===== src/rtl/ctrl_multiciclo_pkg.sv =====
// ctrl_multiciclo_pkg
// Shared definitions for the multi-cycle controller: FSM state codes,
// opcode constants, ALU operation codes, the control-word bundle passed
// from the strobe decoder to the top, and an opcode classifier used by
// both the next-state logic and the decoder.
package ctrl_multiciclo_pkg;

   typedef enum logic [2:0] {
      ST_FETCH  = 3'd0,
      ST_DECODE = 3'd1,
      ST_EXEC   = 3'd2,
      ST_MEM    = 3'd3,
      ST_WB     = 3'd4,
      ST_HALT   = 3'd5
   } state_e;

   localparam logic [3:0] OP_ADD  = 4'b0000;
   localparam logic [3:0] OP_SUB  = 4'b0001;
   localparam logic [3:0] OP_AND  = 4'b0010;
   localparam logic [3:0] OP_OR   = 4'b0011;
   localparam logic [3:0] OP_ADDI = 4'b0100;
   localparam logic [3:0] OP_LW   = 4'b0101;
   localparam logic [3:0] OP_SW   = 4'b0110;
   localparam logic [3:0] OP_BEQ  = 4'b0111;
   localparam logic [3:0] OP_JMP  = 4'b1000;
   localparam logic [3:0] OP_HALT = 4'b1111;

   localparam logic [1:0] ALU_ADD = 2'b00;
   localparam logic [1:0] ALU_SUB = 2'b01;
   localparam logic [1:0] ALU_AND = 2'b10;
   localparam logic [1:0] ALU_OR  = 2'b11;

   // Instruction classes; every opcode not listed explicitly is a NOP.
   typedef enum logic [2:0] {
      CL_NOP,
      CL_RTYPE,
      CL_ADDI,
      CL_LW,
      CL_SW,
      CL_BEQ,
      CL_JMP,
      CL_HALT
   } op_class_e;

   typedef struct packed {
      logic       pc_write;
      logic       pc_src;
      logic       ir_write;
      logic       mem_read;
      logic       mem_write;
      logic       reg_write;
      logic       reg_src;
      logic       alu_src;
      logic [1:0] alu_op;
   } ctrl_t;

   function automatic op_class_e classify(input logic [3:0] op);
      op_class_e cls;
      case (op)
         OP_ADD, OP_SUB, OP_AND, OP_OR: cls = CL_RTYPE;
         OP_ADDI:                       cls = CL_ADDI;
         OP_LW:                         cls = CL_LW;
         OP_SW:                         cls = CL_SW;
         OP_BEQ:                        cls = CL_BEQ;
         OP_JMP:                        cls = CL_JMP;
         OP_HALT:                       cls = CL_HALT;
         default:                       cls = CL_NOP;
      endcase
      return cls;
   endfunction

endpackage


===== src/rtl/ctrl_multiciclo_decod.sv =====
// ctrl_decod
// Combinational strobe decoder: maps the current FSM state and the latched
// opcode to the datapath control word.
// Ports:
//   state_i  : current FSM state
//   op_q_i   : opcode latched at the end of DECODE (used from EXEC onward)
//   opcode_i : live opcode from the IR (only looked at during DECODE, before
//              op_q has been loaded)
//   zero_i   : ALU zero flag, gates the BEQ branch
//   ctrl_o   : control word (ungated; the top masks it while in reset)
module ctrl_decod
   import ctrl_multiciclo_pkg::*;
(
   input  state_e     state_i,
   input  logic [3:0] op_q_i,
   input  logic [3:0] opcode_i,
   input  logic       zero_i,
   output ctrl_t      ctrl_o
);

   op_class_e cls_q;
   op_class_e cls_live;

   assign cls_q    = classify(op_q_i);
   assign cls_live = classify(opcode_i);

   always_comb begin
      ctrl_o = '0;
      case (state_i)
         ST_FETCH: begin
            ctrl_o.mem_read = 1'b1;
            ctrl_o.ir_write = 1'b1;
            ctrl_o.pc_write = 1'b1;
            ctrl_o.pc_src   = 1'b0;
         end
         ST_DECODE: begin
            // op_q is still being loaded this cycle, so the jump decision
            // has to come from the IR directly.
            if (cls_live == CL_JMP) begin
               ctrl_o.pc_write = 1'b1;
               ctrl_o.pc_src   = 1'b1;
            end
         end
         ST_EXEC: begin
            case (cls_q)
               CL_RTYPE: ctrl_o.alu_op = op_q_i[1:0];
               CL_ADDI, CL_LW, CL_SW: begin
                  ctrl_o.alu_src = 1'b1;
                  ctrl_o.alu_op  = ALU_ADD;
               end
               CL_BEQ: begin
                  ctrl_o.alu_op   = ALU_SUB;
                  ctrl_o.pc_write = zero_i;
                  ctrl_o.pc_src   = zero_i;
               end
               default: ;
            endcase
         end
         ST_MEM: begin
            ctrl_o.mem_read  = (cls_q == CL_LW);
            ctrl_o.mem_write = (cls_q == CL_SW);
         end
         ST_WB: begin
            ctrl_o.reg_write = 1'b1;
            ctrl_o.reg_src   = (cls_q == CL_LW);
         end
         default: ;
      endcase
   end

endmodule


===== src/rtl/ctrl_multiciclo.sv =====
// ctrl_multiciclo
// Multi-cycle processor controller: Moore FSM (FETCH/DECODE/EXEC/MEM/WB/HALT),
// latched opcode, retired-instruction counter, and strobe decode through
// ctrl_decod.
// Ports:
//   clk, reset          : clock and asynchronous active-high reset
//   opcode[3:0]         : instruction[7:4] from the IR, valid from DECODE
//   zero                : ALU zero flag (BEQ)
//   mem_ready           : memory done handshake (only with MEM_WAIT_EN)
//   pc_write, pc_src    : PC load enable / select (0 = PC+1, 1 = target)
//   ir_write            : IR load enable
//   mem_read, mem_write : memory strobes
//   reg_write, reg_src  : register write enable / source (1 = memory)
//   alu_src, alu_op     : ALU operand select / operation
//   state[2:0]          : current FSM state code
//   halted              : high while in HALT
//   instr_count[7:0]    : retired-instruction counter (wraps)
// Configuration:
//   MEM_WAIT_EN defined   -> FETCH and MEM stall while mem_ready is low,
//                            keeping their strobes asserted.
//   MEM_WAIT_EN undefined -> mem_ready is ignored, every access is one cycle.
module ctrl_multiciclo
   import ctrl_multiciclo_pkg::*;
(
   input  logic       clk,
   input  logic       reset,
   input  logic [3:0] opcode,
   input  logic       zero,
   input  logic       mem_ready,
   output logic       pc_write,
   output logic       pc_src,
   output logic       ir_write,
   output logic       mem_read,
   output logic       mem_write,
   output logic       reg_write,
   output logic       reg_src,
   output logic       alu_src,
   output logic [1:0] alu_op,
   output logic [2:0] state,
   output logic       halted,
   output logic [7:0] instr_count
);

   state_e     state_q, state_d;
   logic [3:0] op_q, op_d;
   logic [7:0] count_q, count_d;
   // Cleared by reset, set on the first edge afterwards: keeps strobes low
   // during reset and delays the first FETCH until that edge.
   logic       run_q;
   logic       retire;
   logic       mem_ok;
   op_class_e  cls_live;
   op_class_e  cls_q;
   ctrl_t      dec_ctrl;
   ctrl_t      ctrl_out;

`ifdef MEM_WAIT_EN
   assign mem_ok = mem_ready;
`else
   assign mem_ok = 1'b1;
   logic unused_mem_ready;
   assign unused_mem_ready = mem_ready;
`endif

   assign cls_live = classify(opcode);
   assign cls_q    = classify(op_q);

   // Next state. retire marks the last cycle of an instruction, so the
   // counter steps on the edge that leaves it (including HALT entry).
   always_comb begin
      state_d = state_q;
      op_d    = op_q;
      retire  = 1'b0;
      if (run_q) begin
         case (state_q)
            ST_FETCH: begin
               if (mem_ok) state_d = ST_DECODE;
            end
            ST_DECODE: begin
               op_d = opcode;
               case (cls_live)
                  CL_RTYPE, CL_ADDI, CL_LW, CL_SW, CL_BEQ: state_d = ST_EXEC;
                  CL_HALT: begin
                     state_d = ST_HALT;
                     retire  = 1'b1;
                  end
                  default: begin
                     // JMP and NOP finish here.
                     state_d = ST_FETCH;
                     retire  = 1'b1;
                  end
               endcase
            end
            ST_EXEC: begin
               case (cls_q)
                  CL_RTYPE, CL_ADDI: state_d = ST_WB;
                  CL_LW, CL_SW:      state_d = ST_MEM;
                  CL_BEQ: begin
                     state_d = ST_FETCH;
                     retire  = 1'b1;
                  end
                  default:           state_d = ST_FETCH;
               endcase
            end
            ST_MEM: begin
               if (mem_ok) begin
                  case (cls_q)
                     CL_LW: state_d = ST_WB;
                     CL_SW: begin
                        state_d = ST_FETCH;
                        retire  = 1'b1;
                     end
                     default: state_d = ST_FETCH;
                  endcase
               end
            end
            ST_WB: begin
               state_d = ST_FETCH;
               retire  = 1'b1;
            end
            ST_HALT: state_d = ST_HALT;
            default: state_d = ST_FETCH;
         endcase
      end
      count_d = retire ? count_q + 8'd1 : count_q;
   end

   always_ff @(posedge clk or posedge reset) begin
      if (reset) begin
         state_q <= ST_FETCH;
         op_q    <= 4'd0;
         count_q <= 8'd0;
         run_q   <= 1'b0;
      end else begin
         state_q <= state_d;
         op_q    <= op_d;
         count_q <= count_d;
         run_q   <= 1'b1;
      end
   end

   ctrl_decod u_decod (
      .state_i  (state_q),
      .op_q_i   (op_q),
      .opcode_i (opcode),
      .zero_i   (zero),
      .ctrl_o   (dec_ctrl)
   );

   assign ctrl_out = run_q ? dec_ctrl : '0;

   assign pc_write    = ctrl_out.pc_write;
   assign pc_src      = ctrl_out.pc_src;
   assign ir_write    = ctrl_out.ir_write;
   assign mem_read    = ctrl_out.mem_read;
   assign mem_write   = ctrl_out.mem_write;
   assign reg_write   = ctrl_out.reg_write;
   assign reg_src     = ctrl_out.reg_src;
   assign alu_src     = ctrl_out.alu_src;
   assign alu_op      = ctrl_out.alu_op;
   assign state       = state_q;
   assign halted      = (state_q == ST_HALT);
   assign instr_count = count_q;

endmodule


===== config.mk =====
export PLATFORM = sky130hd
export DESIGN_NAME = ctrl_multiciclo
export DESIGN_NICKNAME = d
export VERILOG_FILES = /design/src/rtl/ctrl_multiciclo_pkg.sv /design/src/rtl/ctrl_multiciclo_decod.sv /design/src/rtl/ctrl_multiciclo.sv
export SDC_FILE = /design/constraint.sdc
export NUM_CORES = 1
export LEC_CHECK = 0
export CORE_MARGIN = 5
export CORE_UTILIZATION = 35
export DETAILED_ROUTE_END_ITERATION = 10
export PLACE_DENSITY_LB_ADDON = 0.12
export SYNTH_ARGS = -nofsm -noshare
export SYNTH_HDL_FRONTEND = slang
export SYNTH_SLANG_ARGS = --single-unit

===== constraint.sdc =====
create_clock -name clk -period 3.9 [get_ports clk]
set_input_delay 1.17 -clock clk [delete_from_list [all_inputs] [get_ports clk]]
set_output_delay 1.17 -clock clk [all_outputs]
set_load 0.01 [all_outputs]

=== Yosys cells after proc, flatten, opt, wreduce, memory -nomap -nowiden ===
Memory sizes are Yosys's and may differ from the RTL's.
Cells that the tools add are included.

* Add/sub/neg operators: 1
* Equal/unequal tests: 22
* Mux-type cells: 20
* Reduce and logical (&&, ||, !) cells: 6

{| class="wikitable"
|+ Operators with widths
! kind !! number
|-
| $eq 3x3->1 const B || 10
|-
| $eq 3x2->1 const B || 8
|-
| $pmux 3 s5 || 1
|-
| $eq 3x1->1 const B || 4
|-
| $pmux 3 s2 || 2
|-
| $mux 10 || 1
|-
| $add 8x1->8 const B || 1
|-
| $mux 1 || 7
|-
| $mux 2 || 3
|-
| $mux 3 || 2
|-
| $pmux 2 s3 || 1
|-
| $reduce_or 5->1 || 1
|-
| $pmux 1 s4 || 1
|-
| $pmux 2 s2 || 1
|-
| $reduce_or 2->1 || 2
|-
| $logic_not 3->1 || 1
|-
| $reduce_or 3->1 || 1
|-
| $pmux 1 s2 || 1
|-
| $reduce_and 2->1 || 1
|}

* Flip-flop bits (word level): 16
* Bits in read-only memories: 192
* Input port bits: 8
* Logic and storage cells: 57
* Memories: 4

{| class="wikitable"
|+ Memory list
! memory !! words !! width !! rd ports !! clocked after Yosys merged registers in !! write ports !! line !! source
|-
| (name not given) || 16 || 3 || 1 || 0 || 0 || ctrl_multiciclo_pkg.sv:59 || <nowiki>case (op)</nowiki>
|-
| (name not given) || 16 || 3 || 1 || 0 || 0 || ctrl_multiciclo_pkg.sv:59 ||
|-
| (name not given) || 16 || 3 || 1 || 0 || 0 || ctrl_multiciclo_pkg.sv:59 ||
|-
| (name not given) || 16 || 3 || 1 || 0 || 0 || ctrl_multiciclo_pkg.sv:59 ||
|}

=== Longest topological paths before layout ===
An unclocked memory read counts as a cell.

* Depth after elaboration: 6
* Mapped depth: 5
* Mapped depth without buffers: 5

=== By module ===
From an unflattened synthesis, not the netlist that was laid out.

* Cell total of the unflattened synthesis: 109
* Area, all modules: 1,071.0 um^2

{| class="wikitable"
|+ By module, submodules not included
! module !! instances !! cells an instance !! area each (um^2) !! seq. area each (um^2)
|-
| ctrl_multiciclo || 1 || 87 || 903.4 || 400.4
|-
| ctrl_decod || 1 || 22 || 167.7 || 0.0
|}

=== Worst setup path before layout ===
No wires, ideal clock.

* Path type: input-to-output
* From: in opcode[0]
* To: out pc_write
* Arrival: 2,496 ps
* Data required time: 2,730 ps
* Path slack: 234 ps
* Stages on the path: 4
* Buffers on the path: 0
* Path through: or4b_1 > or3_1 > a221oi_2 > or2_1

* Word-level cells in the longest chain between the ends: 5

{| class="wikitable"
|+ RTL lines
! item !! line !! source
|-
| start, declared || ctrl_multiciclo.sv:27 || <nowiki>input logic [3:0] opcode,</nowiki>
|-
| $mem_v2 16x3 || - ||
|-
| $eq 3x3->1 || ctrl_multiciclo_decod.sv:39 || <nowiki>if (cls_live == CL_JMP) begin</nowiki>
|-
| $mux 2 || ctrl_multiciclo_decod.sv:39 ||
|-
| $pmux 2 s3 || ctrl_multiciclo_decod.sv:29 || <nowiki>case (state_i)</nowiki>
|-
| $mux 10 || ctrl_multiciclo.sv:150 || <nowiki>assign ctrl_out = run_q ? dec_ctrl : '0;</nowiki>
|-
| end, declared || ctrl_multiciclo.sv:30 || <nowiki>output logic pc_write,</nowiki>
|}

Every way passes these cells.

=== Final worst setup path ===
* From: in opcode[3]
* To: out pc_write

The elaborated chain is that of the path after synthesis.

==> metrics.md <==
| Metric | Value |
|---|---|
| Register share of total power | 0.391 |
| Clock tree buffer depth | 2 |
| Fraction of layout cells with a size suffix above 1 | 0.155 |
| Final period util | 0.972 |
| H-Tree Depth | 1 |
| Worst EP arrival | roughly 2600 ps |
| P_int | between 0.0005 and 0.0006 W |
| Syn Inst Count | approximately 110 |
| Ys async rst share | 1.00 |
| Hold-fix buffers at CTS | 0 |
| Post-synthesis net count | between 100 and 150 |
| Placer Congestion | around 0.78 |
| Critical-path cell list | dlygate4sd2_1 -> or4b_1 -> or3_1 -> a221oi_2 -> or2_1 -> buf_2 |
| Cell area after layout | ~1400 um2 |
| WP data required | between 2000 and 3000 ps |
| Crit path time final | around 3800 ps |
| Initial antenna violation count | 0 |
| Min-Delay Path Class | reg2reg |
| Post-synth EDFFs | 0 |
| Leak | around 0.54 nW |
| Clock Sinks | 16 |
| CP endpoint kind | output pin |
| Setup slack, reg-to-reg | between 1500 and 2000 ps |
| Post-synth top flop | dfrtp_1 |
| Largest net degree at the start of global routing | 17 |
| CTS root buf | clkbuf_4 |
| Hold Startpoint | instr_count[7]$_DFFE_PP0P_ |
| Average size of a mapped cell | slightly above 9 um2 |
| Starting density of the core | 0.367 |
| DR pass1 iterations | 4 |
| Clock group share of total power | 0.116 |
| Fmax achieved | between 200 and 300 MHz |
| Crit path largest cell delay | between 400 and 500 ps |
| Slew margin rel. | 0.588 |
| Final TNS setup | 0 ps |
| Average wire per standard cell | 14.0 um |
| Nets | around 150 |
| Mapped cell area | just over 1000 um2 |
| Crit Path Class | in2out |
| Final Skew | ~1.1 ps |
| DP Worst Slack | -609 ps |
| Slew @ Worst Pin | between 600 and 700 ps |
| DIE AREA | between 4000 and 5000 um2 |
| R2R cell count | 5 |
| Peak VDD IR | 0.445 mV |
| Crit-path max FO | 2 |
| Switch share | 0.420 |
| Area grow syn2layout | 34.7% |
| Clock buffer count from CTS | 3 |
| Avg Vias per Cell | 5.40 |
| Initial DRC count | 44 |
| Vias in the first global route | 945 |
| Clk Latency, worst-skew pair | between 200 and 300 ps |
| Final worst slack | around 110 ps |
| Dpl cell area | between 1000 and 1500 um2 |
| Height of the die | 64.0 um |
| HPWL after DPL | around 1800 um |
| First-pass GRT wire length | 4270 um |
| Psw | ~0.00039 W |
| # diodes | 0 |
| Crit Reg-Reg Endpoint | instr_count[1]$_DFFE_PP0P_ |
| Total track usage | 0.127 |
| Slew Viols, Final | 0 |
| Core Area | about 2800 um2 |
| Top-Level Pins | 30 |
| WL final | 2430 um |
| Comb pwr share | 0.492 |
| Drc violations | 0 |
| Netlist cell types | 40 |
| Outcome | completed |
| Critical Path Source Type | input port |
| Max-Cap Viols | 0 |
| Hold EP | instr_count[7]$_DFFE_PP0P_ |
| Setup Viol. Count Final | 0 |
| Antenna Nets Post-Route | 0 |
| Sequential share of the synthesized area | 0.393 |
| Hold Fails Final Rpt | 0 |
| Total power | a little over 0.0009 W |
| CTS clk-pin slew, worst paths | around 90 ps |
| Die W | 64.0 um |
| CTS tree | built |
| RSZ-0062 raised after global routing | false |
| Buffers on Ports | 28 |
| Row Count | 19 |
| Synth warn | 0 |
| Reg2reg start | state[2]$_DFFE_PP0P_ |
| Grt total ovfl | 0 |
| Yosys reg bits | 16 |
| Vias | approximately 930 |
| Slowest CP cell | or4b_1 |
| Cell area power density | between 600 and 700 nW/um2 |
| Hold Path Stages | 1 |
==> placed cells by master, fill, tap and decap left out, types with 2 or more instances in the layout <==
cell type	n
clkbuf_4	3
mux2_2	4
nand3b_1	2
nand3_1	11
clkdlybuf4s50_1	23
nand2_1	8
nor2b_1	2
inv_1	5
nand4_1	2
nor4_1	2
nor2_1	12
o21ai_0	3
or3_1	2
buf_4	6
a21oi_1	2
nand2b_1	2
buf_2	3
and3_1	2
xnor2_1	8
dfrtp_1	16
==> worst max-delay path, delay by kind of cell <==
| kind | cells | cell delay, ps |
|---|---|---|
| simple gates | 3 | 880 |
| buf+inv | 2 | 330 |
| compound gates | 1 | 240 |
==> Yosys cell counts (2+ instances only) <==
cell,count,share of area
mux2_2,4,0.044
a21oi_1,2,0.0098
clkbuf_1,3,0.011
nand3_1,11,0.054
xnor2_1,8,0.069
nor4_1,2,0.012
nor2_1,12,0.044
o21ai_0,3,0.015
nand2_1,8,0.029
or3_1,2,0.012
and3_1,2,0.012
inv_1,5,0.018
nor2b_1,2,0.012
buf_2,3,0.015
nand3b_1,2,0.015
dfrtp_1,16,0.39
nand2b_1,2,0.012
nand4_1,2,0.012
==> worst max-delay path by stage <==
stage | endpoint | slack [ps] | from
2_1_floorplan | pc_write | 230 | opcode[0]
3_3_place_gp | pc_write | -600 | opcode[0]
3_5_place_dp | pc_write | -610 | opcode[0]
4_1_cts | pc_write | 20 | opcode[3]
5_1_grt | pc_write | 40 | opcode[0]
6_report | pc_write | 110 | opcode[3]
==> flip-flops by register name, indices dropped and copies added, names as in the netlist <==
name         flops
instr_count      8
op_q             4
run_q            1
state            3
==> layer usage <==
layer,up-vias,GRT usage,part of all wire
met5,-,0,0
met4,0,0.0597,0.0058
met3,2,0.0315,0.070
met2,25,0.202,0.48
met1,446,0.161,0.44
li1,461,-,-
==> what timing repair did <==
| item | 4_1_cts | 5_1_grt |
|---|---|---|
| resized for setup | 15 | 0 |
| pin swaps | 4 | 3 |
| endpoints found under the setup margin | 2 | 1 |
| buffers inserted | 0 | 0 |
==> final cells by class <==
class	count	area (um2)
clock buffers	4	36.3
fillers	276	1410
inverters	5	18.8
multi-input cells	83	571
flip-flops and latches	16	400
well taps	31	38.8
repair buffers	34	309
==> power groups by stage <==
| stage | Sequential (W) | Combinational [W] | Clock, W |
|---|---|---|---|
| after floorplan | 0.000310 | 0.000321 | 0 |
| after global placement | 0.000360 | 0.000458 | 0 |
| after detailed placement | 0.000363 | 0.000462 | 0 |
| after CTS | 0.000359 | 0.000460 | 0.000113 |
| after global routing | 0.000378 | 0.000503 | 0.000122 |
| final | 0.000360 | 0.000454 | 0.000107 |
==> metrics by stage <==
| stage | hold slack (ps) | std cells | utilization |
|---|---|---|---|
| 2_1_floorplan | 507 | 111 | - |
| 3_3_place_gp | 462 | 169 | 0.487 |
| 3_5_place_dp | 472 | 169 | 0.487 |
| 4_1_cts | 485 | 173 | 0.494 |
| 5_1_grt | 533 | 173 | 0.494 |
| 6_report | 479 | 173 | 0.494 |
==> kinds of logic (layout without fill, tap and decap cells) <==
family	count (synthesis)	after routing	synth area share
mux	5	5	0.0552
fa+ha+maj	1	1	0.0123
compound gates	15	15	0.128
other cells	1	1	0.00368
buf+inv	12	43	0.0478
simple gates	53	53	0.292
flops	16	16	0.393
xor+xnor	8	8	0.0687
(Power assumes the default switching activity.)
